File: src/rtl/sonar_pkg.sv
// Shared types and 50 MHz timing defaults for the sonar scheduler.
// Optional build macro: SONAR_AUTO_REPEAT_EN (continuous sweeps).
package sonar_pkg;

    localparam int SENSOR_N = 3;
    localparam int DIST_W   = 12;
    localparam int IDX_W    = 2;

    localparam int TRIG_CYCLES_DEF  = 500;
    localparam int TICK_CYCLES_DEF  = 2941;
    localparam int MAX_CM_DEF       = 400;
    localparam int RISE_TIMEOUT_DEF = 1_500_000;
    localparam int GAP_CYCLES_DEF   = 3_000_000;

    typedef enum logic [3:0] {
        S_IDLE      = 4'd0,
        S_SELECT    = 4'd1,
        S_TRIGGER   = 4'd2,
        S_WAIT_RISE = 4'd3,
        S_MEASURE   = 4'd4,
        S_STORE     = 4'd5,
        S_GAP       = 4'd6,
        S_DONE      = 4'd7
    } state_e;

    typedef enum logic [1:0] {
        M_IDLE = 2'd0,
        M_RISE = 2'd1,
        M_MEAS = 2'd2
    } meter_e;

    // {found, index} of the lowest enabled sensor after cur
    function automatic logic [IDX_W:0] pick_next(
        input logic [SENSOR_N-1:0] mask,
        input logic [IDX_W-1:0]    cur,
        input logic                first
    );
        logic [IDX_W:0] r;
        r = '0;
        for (int i = SENSOR_N - 1; i >= 0; i--) begin
            if (mask[i] && (first || i > int'(cur))) begin
                r = {1'b1, IDX_W'(i)};
            end
        end
        return r;
    endfunction

endpackage

File: src/rtl/sonar_scheduler_echo_meter.sv
// Echo timing engine: synchronizer, edge detect, rise timeout
// and saturating centimetre counter with an arm/fin handshake.
module echo_meter
    import sonar_pkg::*;
#(
    parameter int TICK_CYCLES  = TICK_CYCLES_DEF,
    parameter int MAX_CM       = MAX_CM_DEF,
    parameter int RISE_TIMEOUT = RISE_TIMEOUT_DEF
)(
    input  logic              clk_i,
    input  logic              rst_ni,
    input  logic              arm_i,
    input  logic              echo_i,
    output logic [DIST_W-1:0] result_o,
    output logic              timeout_o,
    output logic              fin_o,
    output logic              meas_o
);

    localparam int SW = (TICK_CYCLES > 1) ? $clog2(TICK_CYCLES) : 1;
    localparam int RW = (RISE_TIMEOUT > 1) ? $clog2(RISE_TIMEOUT) : 1;

    meter_e            st_q;
    logic [1:0]        sync_q;
    logic              prev_q;
    logic [SW-1:0]     sub_q;
    logic [RW-1:0]     rise_cnt_q;
    logic [DIST_W-1:0] cm_q;
    logic [DIST_W-1:0] result_q;
    logic              to_q;
    logic              fin_q;
    logic              rise;
    logic              fall;

    assign rise      = sync_q[1] & ~prev_q;
    assign fall      = ~sync_q[1] & prev_q;
    assign result_o  = result_q;
    assign timeout_o = to_q;
    assign fin_o     = fin_q;
    assign meas_o    = (st_q == M_MEAS);

    always_ff @(posedge clk_i) begin
        if (!rst_ni) begin
            st_q       <= M_IDLE;
            sync_q     <= '0;
            prev_q     <= 1'b0;
            sub_q      <= '0;
            rise_cnt_q <= '0;
            cm_q       <= '0;
            result_q   <= '0;
            to_q       <= 1'b0;
            fin_q      <= 1'b0;
        end else begin
            sync_q <= {sync_q[0], echo_i};
            prev_q <= sync_q[1];
            fin_q  <= 1'b0;
            unique case (st_q)
                M_IDLE: begin
                    if (arm_i) begin
                        rise_cnt_q <= '0;
                        cm_q       <= '0;
                        sub_q      <= SW'(1);
                        st_q       <= rise ? M_MEAS : M_RISE;
                    end
                end
                M_RISE: begin
                    // the rise cycle itself counts as the first tick
                    if (rise) begin
                        cm_q  <= '0;
                        sub_q <= SW'(1);
                        st_q  <= M_MEAS;
                    end else if (rise_cnt_q == RW'(RISE_TIMEOUT - 1)) begin
                        result_q <= DIST_W'(MAX_CM);
                        to_q     <= 1'b1;
                        fin_q    <= 1'b1;
                        st_q     <= M_IDLE;
                    end else begin
                        rise_cnt_q <= rise_cnt_q + 1'b1;
                    end
                end
                M_MEAS: begin
                    if (fall) begin
                        result_q <= cm_q;
                        to_q     <= 1'b0;
                        fin_q    <= 1'b1;
                        st_q     <= M_IDLE;
                    end else if (sub_q == SW'(TICK_CYCLES - 1)) begin
                        sub_q <= '0;
                        if (cm_q == DIST_W'(MAX_CM - 1)) begin
                            result_q <= DIST_W'(MAX_CM);
                            to_q     <= 1'b1;
                            fin_q    <= 1'b1;
                            st_q     <= M_IDLE;
                        end else begin
                            cm_q <= cm_q + 1'b1;
                        end
                    end else begin
                        sub_q <= sub_q + 1'b1;
                    end
                end
                default: st_q <= M_IDLE;
            endcase
        end
    end

endmodule

File: src/rtl/sonar_scheduler.sv
// Round-robin scheduler sharing one echo_meter among three sensors.
// Define SONAR_AUTO_REPEAT_EN to repeat sweeps without a new start.
module sonar_scheduler
    import sonar_pkg::*;
#(
    parameter int TRIG_CYCLES  = TRIG_CYCLES_DEF,
    parameter int TICK_CYCLES  = TICK_CYCLES_DEF,
    parameter int MAX_CM       = MAX_CM_DEF,
    parameter int RISE_TIMEOUT = RISE_TIMEOUT_DEF,
    parameter int GAP_CYCLES   = GAP_CYCLES_DEF
)(
    input  logic                       clock,
    input  logic                       reset,
    input  logic                       start,
    input  logic [SENSOR_N-1:0]        enable_mask,
    input  logic [SENSOR_N-1:0]        echo,
    output logic [SENSOR_N-1:0]        trigger,
    output logic [SENSOR_N*DIST_W-1:0] distance,
    output logic [SENSOR_N-1:0]        valid,
    output logic [SENSOR_N-1:0]        timeout,
    output logic                       busy,
    output logic                       done,
    output logic [3:0]                 db_estado
);

    localparam int TW = (TRIG_CYCLES > 1) ? $clog2(TRIG_CYCLES) : 1;
    localparam int GW = (GAP_CYCLES > 1) ? $clog2(GAP_CYCLES) : 1;

    state_e                     state_q;
    logic [SENSOR_N-1:0]        mask_q;
    logic [SENSOR_N-1:0]        trig_q;
    logic [SENSOR_N-1:0]        valid_q;
    logic [SENSOR_N-1:0]        to_q;
    logic [SENSOR_N*DIST_W-1:0] dist_q;
    logic [IDX_W-1:0]           idx_q;
    logic                       first_q;
    logic [TW-1:0]              trig_cnt_q;
    logic [GW-1:0]              gap_cnt_q;
    logic                       arm_q;
    logic                       busy_q;
    logic                       done_q;

    logic [IDX_W:0]    nxt;
    logic              echo_sel;
    logic [DIST_W-1:0] m_res;
    logic              m_to;
    logic              m_fin;
    logic              m_meas;

    assign nxt       = pick_next(mask_q, idx_q, first_q);
    assign trigger   = trig_q;
    assign distance  = dist_q;
    assign valid     = valid_q;
    assign timeout   = to_q;
    assign busy      = busy_q;
    assign done      = done_q;
    assign db_estado = state_q;

    always_comb begin
        echo_sel = 1'b0;
        for (int i = 0; i < SENSOR_N; i++) begin
            if (IDX_W'(i) == idx_q) echo_sel = echo[i];
        end
    end

    echo_meter #(
        .TICK_CYCLES  (TICK_CYCLES),
        .MAX_CM       (MAX_CM),
        .RISE_TIMEOUT (RISE_TIMEOUT)
    ) u_meter (
        .clk_i     (clock),
        .rst_ni    (reset),
        .arm_i     (arm_q),
        .echo_i    (echo_sel),
        .result_o  (m_res),
        .timeout_o (m_to),
        .fin_o     (m_fin),
        .meas_o    (m_meas)
    );

    always_ff @(posedge clock) begin
        if (!reset) begin
            state_q    <= S_IDLE;
            mask_q     <= '0;
            trig_q     <= '0;
            valid_q    <= '0;
            to_q       <= '0;
            dist_q     <= '0;
            idx_q      <= '0;
            first_q    <= 1'b1;
            trig_cnt_q <= '0;
            gap_cnt_q  <= '0;
            arm_q      <= 1'b0;
            busy_q     <= 1'b0;
            done_q     <= 1'b0;
        end else begin
            valid_q <= '0;
            done_q  <= 1'b0;
            arm_q   <= 1'b0;
            unique case (state_q)
                S_IDLE: begin
                    if (start) begin
                        mask_q  <= enable_mask;
                        first_q <= 1'b1;
                        busy_q  <= 1'b1;
                        state_q <= S_SELECT;
                    end
                end
                S_SELECT: begin
                    if (nxt[IDX_W]) begin
                        idx_q      <= nxt[IDX_W-1:0];
                        first_q    <= 1'b0;
                        trig_q     <= SENSOR_N'(1) << nxt[IDX_W-1:0];
                        trig_cnt_q <= '0;
                        state_q    <= S_TRIGGER;
                    end else begin
                        state_q <= S_DONE;
                    end
                end
                S_TRIGGER: begin
                    if (trig_cnt_q == TW'(TRIG_CYCLES - 1)) begin
                        trig_q  <= '0;
                        arm_q   <= 1'b1;
                        state_q <= S_WAIT_RISE;
                    end else begin
                        trig_cnt_q <= trig_cnt_q + 1'b1;
                    end
                end
                S_WAIT_RISE, S_MEASURE: begin
                    // result lands with valid so both show during STORE
                    if (m_fin) begin
                        for (int i = 0; i < SENSOR_N; i++) begin
                            if (IDX_W'(i) == idx_q) begin
                                dist_q[i*DIST_W +: DIST_W] <= m_res;
                                to_q[i]    <= m_to;
                                valid_q[i] <= 1'b1;
                            end
                        end
                        state_q <= S_STORE;
                    end else if (m_meas) begin
                        state_q <= S_MEASURE;
                    end
                end
                S_STORE: begin
                    gap_cnt_q <= '0;
                    state_q   <= S_GAP;
                end
                S_GAP: begin
                    if (gap_cnt_q == GW'(GAP_CYCLES - 1)) begin
                        state_q <= S_SELECT;
                    end else begin
                        gap_cnt_q <= gap_cnt_q + 1'b1;
                    end
                end
                S_DONE: begin
                    done_q <= 1'b1;
`ifdef SONAR_AUTO_REPEAT_EN
                    mask_q  <= enable_mask;
                    first_q <= 1'b1;
                    if (|enable_mask) begin
                        state_q <= S_SELECT;
                    end else begin
                        busy_q  <= 1'b0;
                        state_q <= S_IDLE;
                    end
`else
                    busy_q  <= 1'b0;
                    state_q <= S_IDLE;
`endif
                end
                default: state_q <= S_IDLE;
            endcase
        end
    end

endmodule

File: config.mk
export PLATFORM = sky130hd
export DESIGN_NAME = sonar_scheduler
export DESIGN_NICKNAME = d
export VERILOG_FILES = /design/src/rtl/sonar_pkg.sv /design/src/rtl/sonar_scheduler_echo_meter.sv /design/src/rtl/sonar_scheduler.sv
export SDC_FILE = /design/constraint.sdc
export NUM_CORES = 1
export LEC_CHECK = 0
export BUFFER_PORTS_ARGS = -buffer_cell sky130_fd_sc_hd__buf_2
export CAP_MARGIN = 15
export CORE_MARGIN = 10
export CORE_UTILIZATION = 32
export CTS_CLUSTER_SIZE = 30
export DETAILED_ROUTE_END_ITERATION = 8
export HOLD_SLACK_MARGIN = 0.12
export PLACE_DENSITY = 0.46
export SYNTH_ARGS = -nofsm -noshare
export SYNTH_HDL_FRONTEND = slang
export SYNTH_HIERARCHICAL = 1
export SYNTH_SLANG_ARGS = --single-unit
File: constraint.sdc
create_clock -name clock -period 6.5 [get_ports clock]
set_clock_uncertainty 0.2 [all_clocks]
set_input_delay 0.325 -clock clock [delete_from_list [all_inputs] [get_ports clock]]
set_output_delay 0.325 -clock clock [all_outputs]
set_load 0.02 [all_outputs]
==> After elaboration in Yosys (flattened, before gate mapping) <==
Cells that the tools add are included.
{ "classes": {"addsub": 5, "n_lt_le_gt_ge": 2, "n_eq_ne": 34, "shifts": 1, "mux": 71, "n_bitwise": 4, "reduce_logical": 34} }
{ "ops": {"columns": ["operator", "n"], "rows": [
  ["12-bit 2-to-1 mux", 14],
  ["12-bit one-hot mux with 3 select lines", 2],
  ["21-bit 2-to-1 mux", 3],
  ["22-bit one-hot mux with 2 select lines", 1],
  ["21-bit one-hot mux with 2 select lines", 1],
  ["12-bit by 1-bit adder with 12-bit output, second input constant", 2],
  ["12-bit one-hot mux with 2 select lines", 1],
  ["4-bit one-hot mux with 6 select lines", 1],
  ["22-bit by 1-bit adder with 22-bit output, second input constant", 1],
  ["22-bit == test, second input constant", 1],
  ["22-bit 2-to-1 mux", 1],
  ["2-bit inequality test, second input constant", 11],
  ["21-bit by 1-bit adder with 21-bit output, second input constant", 1],
  ["21-bit == test, second input constant", 1],
  ["3-bit AND reduction", 7],
  ["1-bit 2-to-1 mux", 20],
  ["4-bit 2-to-1 mux", 5],
  ["3-bit 2-to-1 mux", 6],
  ["9-bit 2-to-1 mux", 2],
  ["9-bit one-hot mux with 2 select lines", 1],
  ["4-bit by 3-bit == test with 1-bit output, second input constant", 4],
  ["4-bit AND reduction", 4],
  ["2-bit 2-to-1 mux", 7],
  ["12-bit == test, second input constant", 1],
  ["other kinds (30)", 53]
]} }
{ "totals": {"regBits": 153, "inputBits": 9} }

==> Logic depth before layout (Yosys ltp) <==
Gate-level depths: netlist of run 1.
{ "logic_depth": {"depth_word": 9, "ltp_mapped": 10, "mapped_depth_nobuf": 7} }

==> Cells and area by module <==
Netlist of run 1, hierarchy kept.
{ "by_module_without_submodules": {"columns": ["module", "n_inst", "cells_each", "area_per_inst_um2"], "rows": [
  ["sonar_scheduler", 1, 428, 3858.7],
  ["echo_meter", 1, 367, 3178.0]
]} }

==> Worst setup path before layout of run 1 <==
No wires, ideal clock.
{ "synth_path": {"kind": "register to register", "start": "register gap_cnt_q[11]", "end": "register state_q[2], in the netlist db_estado[2]", "setup_time_ns": 0.119, "t_arrival_ns": 1.995, "slack_ns": 4.186, "path_stages_with_launch": 7, "n_path_buf": 1, "synth_period_minus_slack_ns": 2.314, "cell_sequence": "dfxtp_1 -> or4b_1 -> or4b_4 -> o21ai_4 -> buf_6 -> nor2_1 -> o221a_2"} }
{ "synth_between": {"elab_chain_len": 3} }
{ "synth_rtl": {"columns": ["element", "line", "source"], "rows": [
  ["from (decl)", "sonar_scheduler.sv:38", "logic [GW-1:0] gap_cnt_q;"],
  ["from (signal assigned)", "sonar_scheduler.sv:152", "gap_cnt_q <= gap_cnt_q + 1'b1;"],
  ["22-bit == test", "sonar_scheduler.sv:149", "if (gap_cnt_q == GW'(GAP_CYCLES - 1)) begin"],
  ["2-bit inequality test (no line)", null, null],
  ["4-bit AND reduction (no line)", null, null],
  ["to (signal assigned)", "sonar_scheduler.sv:146", "state_q <= S_GAP;"],
  ["to (signal assigned)", "sonar_scheduler.sv:150", "state_q <= S_SELECT;"],
  ["to (signal assigned)", "sonar_scheduler.sv:168", "state_q <= S_IDLE;"],
  ["to (decl)", "sonar_scheduler.sv:29", "state_e state_q;"]
]} }
Every way passes these cells.
A chain may end at the register's enable or synchronous reset.

==> Final worst setup path of run 1 <==
{ "layout_path": {"start": "register u_meter.st_q[0]", "end": "register u_meter.cm_q[9]"} }
{ "layout_between": {"elab_chain_len": 3} }
{ "layout_rtl": {"columns": ["element", "line", "source"], "rows": [
  ["from (decl)", "sonar_scheduler_echo_meter.sv:23", "meter_e st_q;"],
  ["from (signal assigned)", "sonar_scheduler_echo_meter.sv:63", "st_q <= rise ? M_MEAS : M_RISE;"],
  ["2-bit == test *", null, null],
  ["named net m_meas", "sonar_scheduler.sv:48", "logic m_meas;"],
  ["2-bit by 1-bit inequality test with 1-bit output (no line) (tied with other cells)", null, null],
  ["6-bit AND reduction (no line)", null, null],
  ["to (signal assigned)", "sonar_scheduler_echo_meter.sv:95", "cm_q <= cm_q + 1'b1;"],
  ["to (decl)", "sonar_scheduler_echo_meter.sv:28", "logic [DIST_W-1:0] cm_q;"]
]} }
The timed path passes the listed nets; every way through them passes the cells marked *.

==> impl_metrics.tcl, run 1 <==
set metrics [dict create \
    cpMaxStageDelayCell "or4_1" \
    syn_nets 813 \
    cpPeakStageDelay_ns 0.59 \
    worst_slew_pin_slew_ns 0.8755 \
    cp.buffers_inverters 1 \
    crit_start "u_meter/st_q[0]$_SDFFE_PN0P_" \
    post_cts_resize_count 0 \
    gp_congestion 0.9167 \
    fin_ws_ns 3.481 \
    ir_worst_vdd_uv 143.4 \
    ios 60 \
    power_mw 2.272 \
    gr-total-overflow 0 \
    avgSynthCellArea_um2 8.851 \
    setup_tns_ns 0 \
    dieArea_um2 28320 \
    synth_edf_count 0 \
    clock_path_buffers 2 \
    yosysTopAreaCellShare 0.4324 \
    dpl.hpwl_um 13100 \
    die_width_um 168.3 \
    clkSlewWorstSetupHoldPaths_ns 0.07 \
    rows 54 \
    synth_flop_cell "dfxtp_1" \
    cts_tree "yes" \
    slew_headroom 0.4141 \
    track_usage 0.1273 \
    path_cells "inv_1 -> ha_1 -> and3b_1 -> a211oi_4 -> nand3_2 -> or4_1 -> a21oi_1" \
    detailroute.via_count 6051 \
    synth_cell_types 70 \
    grt_max_degree 43 \
    cts.hold.buffers_added 4 \
    required_ns 6.65 \
    drive_above_1_share 0.1306 \
    ys_seq_area_frac 0.4324 \
    startpoint_type "flip-flop" \
    yosysMostFrequentCell "dfxtp_1" \
    core_um2 21760 \
    cts_setup_buffers 0 \
    root_buffer "clkbuf_16" \
    dpl_worst_slack_ns 3.505 \
    worst_setup_path_end_kind "flip-flop" \
    min_period_ns 3.019 \
    die_y_um 168.3 \
    dr.pass1.iters 4 \
    gr-usage-met2 0.2044 \
    timing.final.crit_share 0.4644 \
    cts.sinks 152 \
    ys_ff_latch 152 \
    use_met1 0.1659 \
    drtAntennaViolNets 0 \
    syn_inst 795 \
    cts_made_buffers 17 \
    area.growth.synth_to_final_pct 15.72 \
    htreeDepth 4 \
    drc 0 \
    max_clock_freq_mhz 331.3 \
    n_antenna_cell 0 \
    min_from "start" \
    synth_area_leaders "dfxtp_1, mux2i_1, nor2_1, a21oi_1, nand2_1" \
    slew_violations 0 \
    antenna_found_initial 0 \
    rsz0062_at_grt "no" \
    grt.busiest_layer "met2" \
    finalInstanceArea_um2 8143 \
    routedWlPerCell_um 16.26 \
    start_util 0.3234 \
    async_flop_share 0 \
    crit_family "simple AND/OR/NAND/NOR gates" \
    placedInstanceArea_um2 7491 \
    netlist_top_cells_count "dfxtp_1, nor2_1, nand2_1, a21oi_1, mux2i_1" \
    setup_viol 0 \
    r2r-start "u_meter/st_q[0]$_SDFFE_PN0P_" \
    clock_latency_ns 0.43 \
    numPortBuffers 58 \
    hp-class "in2reg" \
    max_cap_violations 0 \
    yosys_warnings 6 \
    fin_util 0.3743 \
    drt_iter0_drc 373 \
    viasPerCell 5.355 \
    wirelength_um 18380 \
    grt_pass1_wl_um 29970 \
    leakage_nw 3.121 \
    path_max_fanout 18 \
    status "completed" \
    synth_top_area_cell "dfxtp_1" \
    p_per_area_nw_per_um2 279.0 \
    met3_usage 0.02701 \
    criticalPathCategory "reg2reg" \
    hold_violations 0 \
    synth_area_um2 7037 \
    critPathArrivalTime_ns 3.17 \
    nNetsFinal 855 \
    grt_pass1_vias 5723 \
]
power by group:
group	switching (mW)	internal (mW)	leakage (nW)
Sequential	0.0510	0.954	1.23
Combinational	0.157	0.0857	1.60
Clock	0.442	0.583	0.294
Total	0.649	1.62	3.12
through the flow:
stage / hold WS (ns) / instances
final: 0.1756 / 1130
after global routing: 0.1823 / 1130
after CTS: 0.1596 / 1130
after detailed placement: 0.2278 / 1094
after global placement: 0.2172 / 1094
after floorplan: 0.2119 / 795
final cells by class:
class / count / area (um^2)
fillers: 2210 / 13610
inverters: 12 / 45.04
multi-input cells: 589 / 3740
well taps: 280 / 350.3
clock inverters: 15 / 186.4
repair buffers: 65 / 352.8
flip-flops and latches: 152 / 3043
clock buffers: 17 / 425.4
per-layer routing:
metal  part of all wire  vias up  wire length, um
li1                   -     3024                -
met2               0.47      101             8610
met4              0.012        0              212
met5                  0        -                0
met3              0.034       17              633
met1               0.49     2909             8919
path summary, 6_finish.rpt:
kind / to / slack, ns / cells past startpoint
hold / removal: busy$_SDFFE_PN0P_ / 0.18 / 5
setup reg to reg: u_meter/cm_q[9]$_SDFFE_PN0P_ / 3.48 / 7
hold reg to reg: u_meter/sync_q[1]$_SDFF_PN0_ / 0.25 / 1
setup / recovery: u_meter/cm_q[9]$_SDFFE_PN0P_ / 3.48 / 7
cells in the final DEF (no fill, tap or decap), types with 5 or more instances in the layout:
cell / instances
o21ai_1: 5
inv_1: 12
nand2b_1: 8
and3_1: 18
nand3b_1: 7
nor4_1: 6
o31ai_1: 19
a21oi_1: 52
mux2i_1: 49
ha_1: 9
o21ai_0: 35
or3_1: 24
buf_2: 58
dfxtp_1: 152
o211ai_1: 6
nand4_1: 25
nor2b_1: 6
xor2_1: 11
a21o_1: 5
a32o_1: 9
o21a_1: 6
and2_1: 10
or4_1: 24
nand2_1: 55
a31oi_1: 5
nor2_1: 86
nand3_1: 36
nor3_1: 6
clkbuf_16: 17
tightest hold or removal path, cell delays in order:
cell	delay [ns]
buf_2	0.12
nand2b_1	0.08
nor2_1	0.04
o21bai_1	0.12
a21oi_1	0.06
cells by family after synthesis:
family,Yosys count,synth area share
adder cells (fa/ha/maj),9,0.01600
AND/OR/NAND/NOR,347,0.2685
buffers and inverters,54,0.03681
XOR/XNOR,15,0.01867
flip-flops,152,0.4324
other,1,0.0005329
multiplexers,49,0.06970
AO/OA/AOI/OAI,168,0.1574
sequential cells by signal, summed over array words and instances, names as in the netlist, 2 cells and up:
register / cells
u_meter/rise_cnt_q: 21
u_meter/st_q: 2
idx_q: 2
distance: 36
valid: 3
timeout: 3
u_meter/sub_q: 12
u_meter/sync_q: 2
u_meter/result_o: 12
mask_q: 3
trig_cnt_q: 9
trigger: 3
gap_cnt_q: 22
u_meter/cm_q: 12
db_estado: 3
(Power assumes the default switching activity.)
==> run 2: changes to the inputs <==
Clock period 6.5 ns to 3.12 ns, I/O delays scaled along.
==> run 2 against run 1 <==
Net effect: cell area is 1.2% higher; clock power is 110% higher; first-iteration DRC count is 13% lower; setup slack worse by 3.1 ns; critical path depth stayed put; sequential share of layout area is 0.44 points lower; core utilization is 0.45 points higher; via count is 0.98% higher; cell count is 0.88% higher; die area stayed put; largest power group unchanged.
==> impl_metrics.tcl, run 2 (synthesis results as in run 1) <==
set metrics [dict create \
    routedWlPerCell_um 16.36 \
    worst_slew_pin_slew_ns 0.7976 \
    dpl.hpwl_um 13400 \
    viasPerCell 5.360 \
    max_clock_freq_mhz 371.6 \
    drt_iter0_drc 326 \
    worstRegToRegCells 7 \
    detailroute.via_count 6110 \
    status "completed" \
    finalInstanceArea_um2 8240 \
    mostFrequentLayoutCells "dfxtp_1, nor2_1, buf_2, nand2_1, a21oi_1" \
    required_ns 3.27 \
    cts_setup_buffers 0 \
    area.growth.synth_to_final_pct 17.11 \
    htreeDepth 4 \
    numPortBuffers 58 \
    clock_path_buffers 2 \
    start_util 0.3234 \
    path_max_fanout 20 \
    whs_path_depth 1 \
    cts.sinks 152 \
    r2r-start "u_meter/st_q[0]$_SDFFE_PN0P_" \
    min_from "u_meter/sync_q[0]$_SDFF_PN0_" \
    nNetsFinal 865 \
    largest_reg_flops 36 \
    cts_made_buffers 17 \
    gr-total-overflow 0 \
    dieArea_um2 28320 \
    n_antenna_cell 0 \
    hold_violations 0 \
    grt_pass1_vias 6095 \
    grt_pass1_wl_um 30840 \
    die_y_um 168.3 \
    clkSlewWorstSetupHoldPaths_ns 0.07 \
    drc 0 \
    final_common_cell "dfxtp_1" \
    track_usage 0.1300 \
    cts_tree "yes" \
    cp.buffers_inverters 1 \
    placedInstanceArea_um2 7541 \
    cpMaxStageDelayCell "or4_1" \
    drtAntennaViolNets 0 \
    reg2reg_to "u_meter/rise_cnt_q[9]$_SDFFE_PN0P_" \
    drive_above_1_share 0.1349 \
    setup_tns_ns 0 \
    rows 54 \
    hp-class "reg2reg" \
    ir_worst_vdd_uv 289.8 \
    startpoint_type "flip-flop" \
    root_buffer "clkbuf_16" \
    max_cap_violations 0 \
    ios 60 \
    regToRegSetupSlack_ns 0.43 \
    setup_viol 0 \
    grt_max_degree 50 \
    leakage_nw 3.169 \
    min_period_ns 2.691 \
    p_per_area_nw_per_um2 579.0 \
    gp_congestion 0.8106 \
    die_width_um 168.3 \
    slew_violations 0 \
    criticalPathCategory "reg2reg" \
    slew_headroom 0.4642 \
    cpPeakStageDelay_ns 0.54 \
    wirelength_um 18660 \
    crit_family "compound AO/OA/AOI/OAI gates" \
    rsz0062_at_grt "no" \
    path_cells "inv_1 -> ha_1 -> nor2b_1 -> a211o_1 -> a31o_1 -> or4_1 -> a21oi_1" \
    core_um2 21760 \
    timing.final.crit_share 0.8626 \
    antenna_found_initial 0 \
    holdPathEnd "u_meter/sync_q[1]$_SDFF_PN0_" \
    post_cts_resize_count 0 \
    dr.pass1.iters 5 \
    worst_setup_path_end_kind "flip-flop" \
    critPathArrivalTime_ns 2.84 \
    clock_latency_ns 0.42 \
]
run 2: layout make-up:
class | instances | area, um^2
repair buffers | 75 | 452.9
clock inverters | 15 | 183.9
inverters | 12 | 45.04
clock buffers | 17 | 425.4
flip-flops and latches | 152 | 3043
fillers | 2192 | 13520
well taps | 280 | 350.3
multi-input cells | 589 | 3740
run 2: report_power, final:
part | internal [mW] | total (mW) | switching, mW
clock | 1.21 | 2.13 | 0.913
combinational | 0.208 | 0.547 | 0.339
sequential | 1.99 | 2.10 | 0.111
run 2: how the worst max path moves through the flow:
stage	startpoint	endpoint	slack, ns	depth (start not counted)
after global routing	db_estado[0]$_SDFFE_PN0P_	trig_cnt_q[7]$_SDFFE_PN0P_	0.23	5
final	u_meter/st_q[0]$_SDFFE_PN0P_	u_meter/rise_cnt_q[9]$_SDFFE_PN0P_	0.43	7
after detailed placement	u_meter/st_q[0]$_SDFFE_PN0P_	u_meter/rise_cnt_q[9]$_SDFFE_PN0P_	0.43	7
after floorplan	gap_cnt_q[11]$_SDFFE_PN0P_	db_estado[2]$_SDFFE_PN0P_	0.81	6
after CTS	u_meter/st_q[0]$_SDFFE_PN0P_	u_meter/rise_cnt_q[9]$_SDFFE_PN0P_	0.41	7
after global placement	u_meter/st_q[0]$_SDFFE_PN0P_	u_meter/rise_cnt_q[9]$_SDFFE_PN0P_	0.54	7
run 2: metrics by stage:
step | power, mW | utilization | instances | worst slack (ns) | hold slack [ns]
after detailed placement | 2.673 | 0.3466 | 1099 | 0.4262 | 0.2180
after global placement | 2.656 | 0.3466 | 1099 | 0.5440 | 0.2080
final | 4.771 | 0.3788 | 1140 | 0.4287 | 0.2452
after floorplan | 2.529 | - | 795 | 0.8062 | 0.1032
after global routing | 5.000 | 0.3788 | 1140 | 0.2277 | 0.2773
after CTS | 4.839 | 0.3788 | 1140 | 0.4133 | 0.2415
run 2: per-layer routing:
metal  wire length, um  global-route usage  vias to the layer above
met5                 0                   0                        -
li1                  -                   -                     3044
met4               284             0.04050                        0
met3               610             0.03166                       17
met2              8790              0.2106                      102
met1              8969              0.1662                     2947
run 2: what timing repair did:
item | CTS | global route
endpoints found under the setup margin | 0 | 0
hold endpoints to repair | 16 | 0
hold buffers | 9 | 0
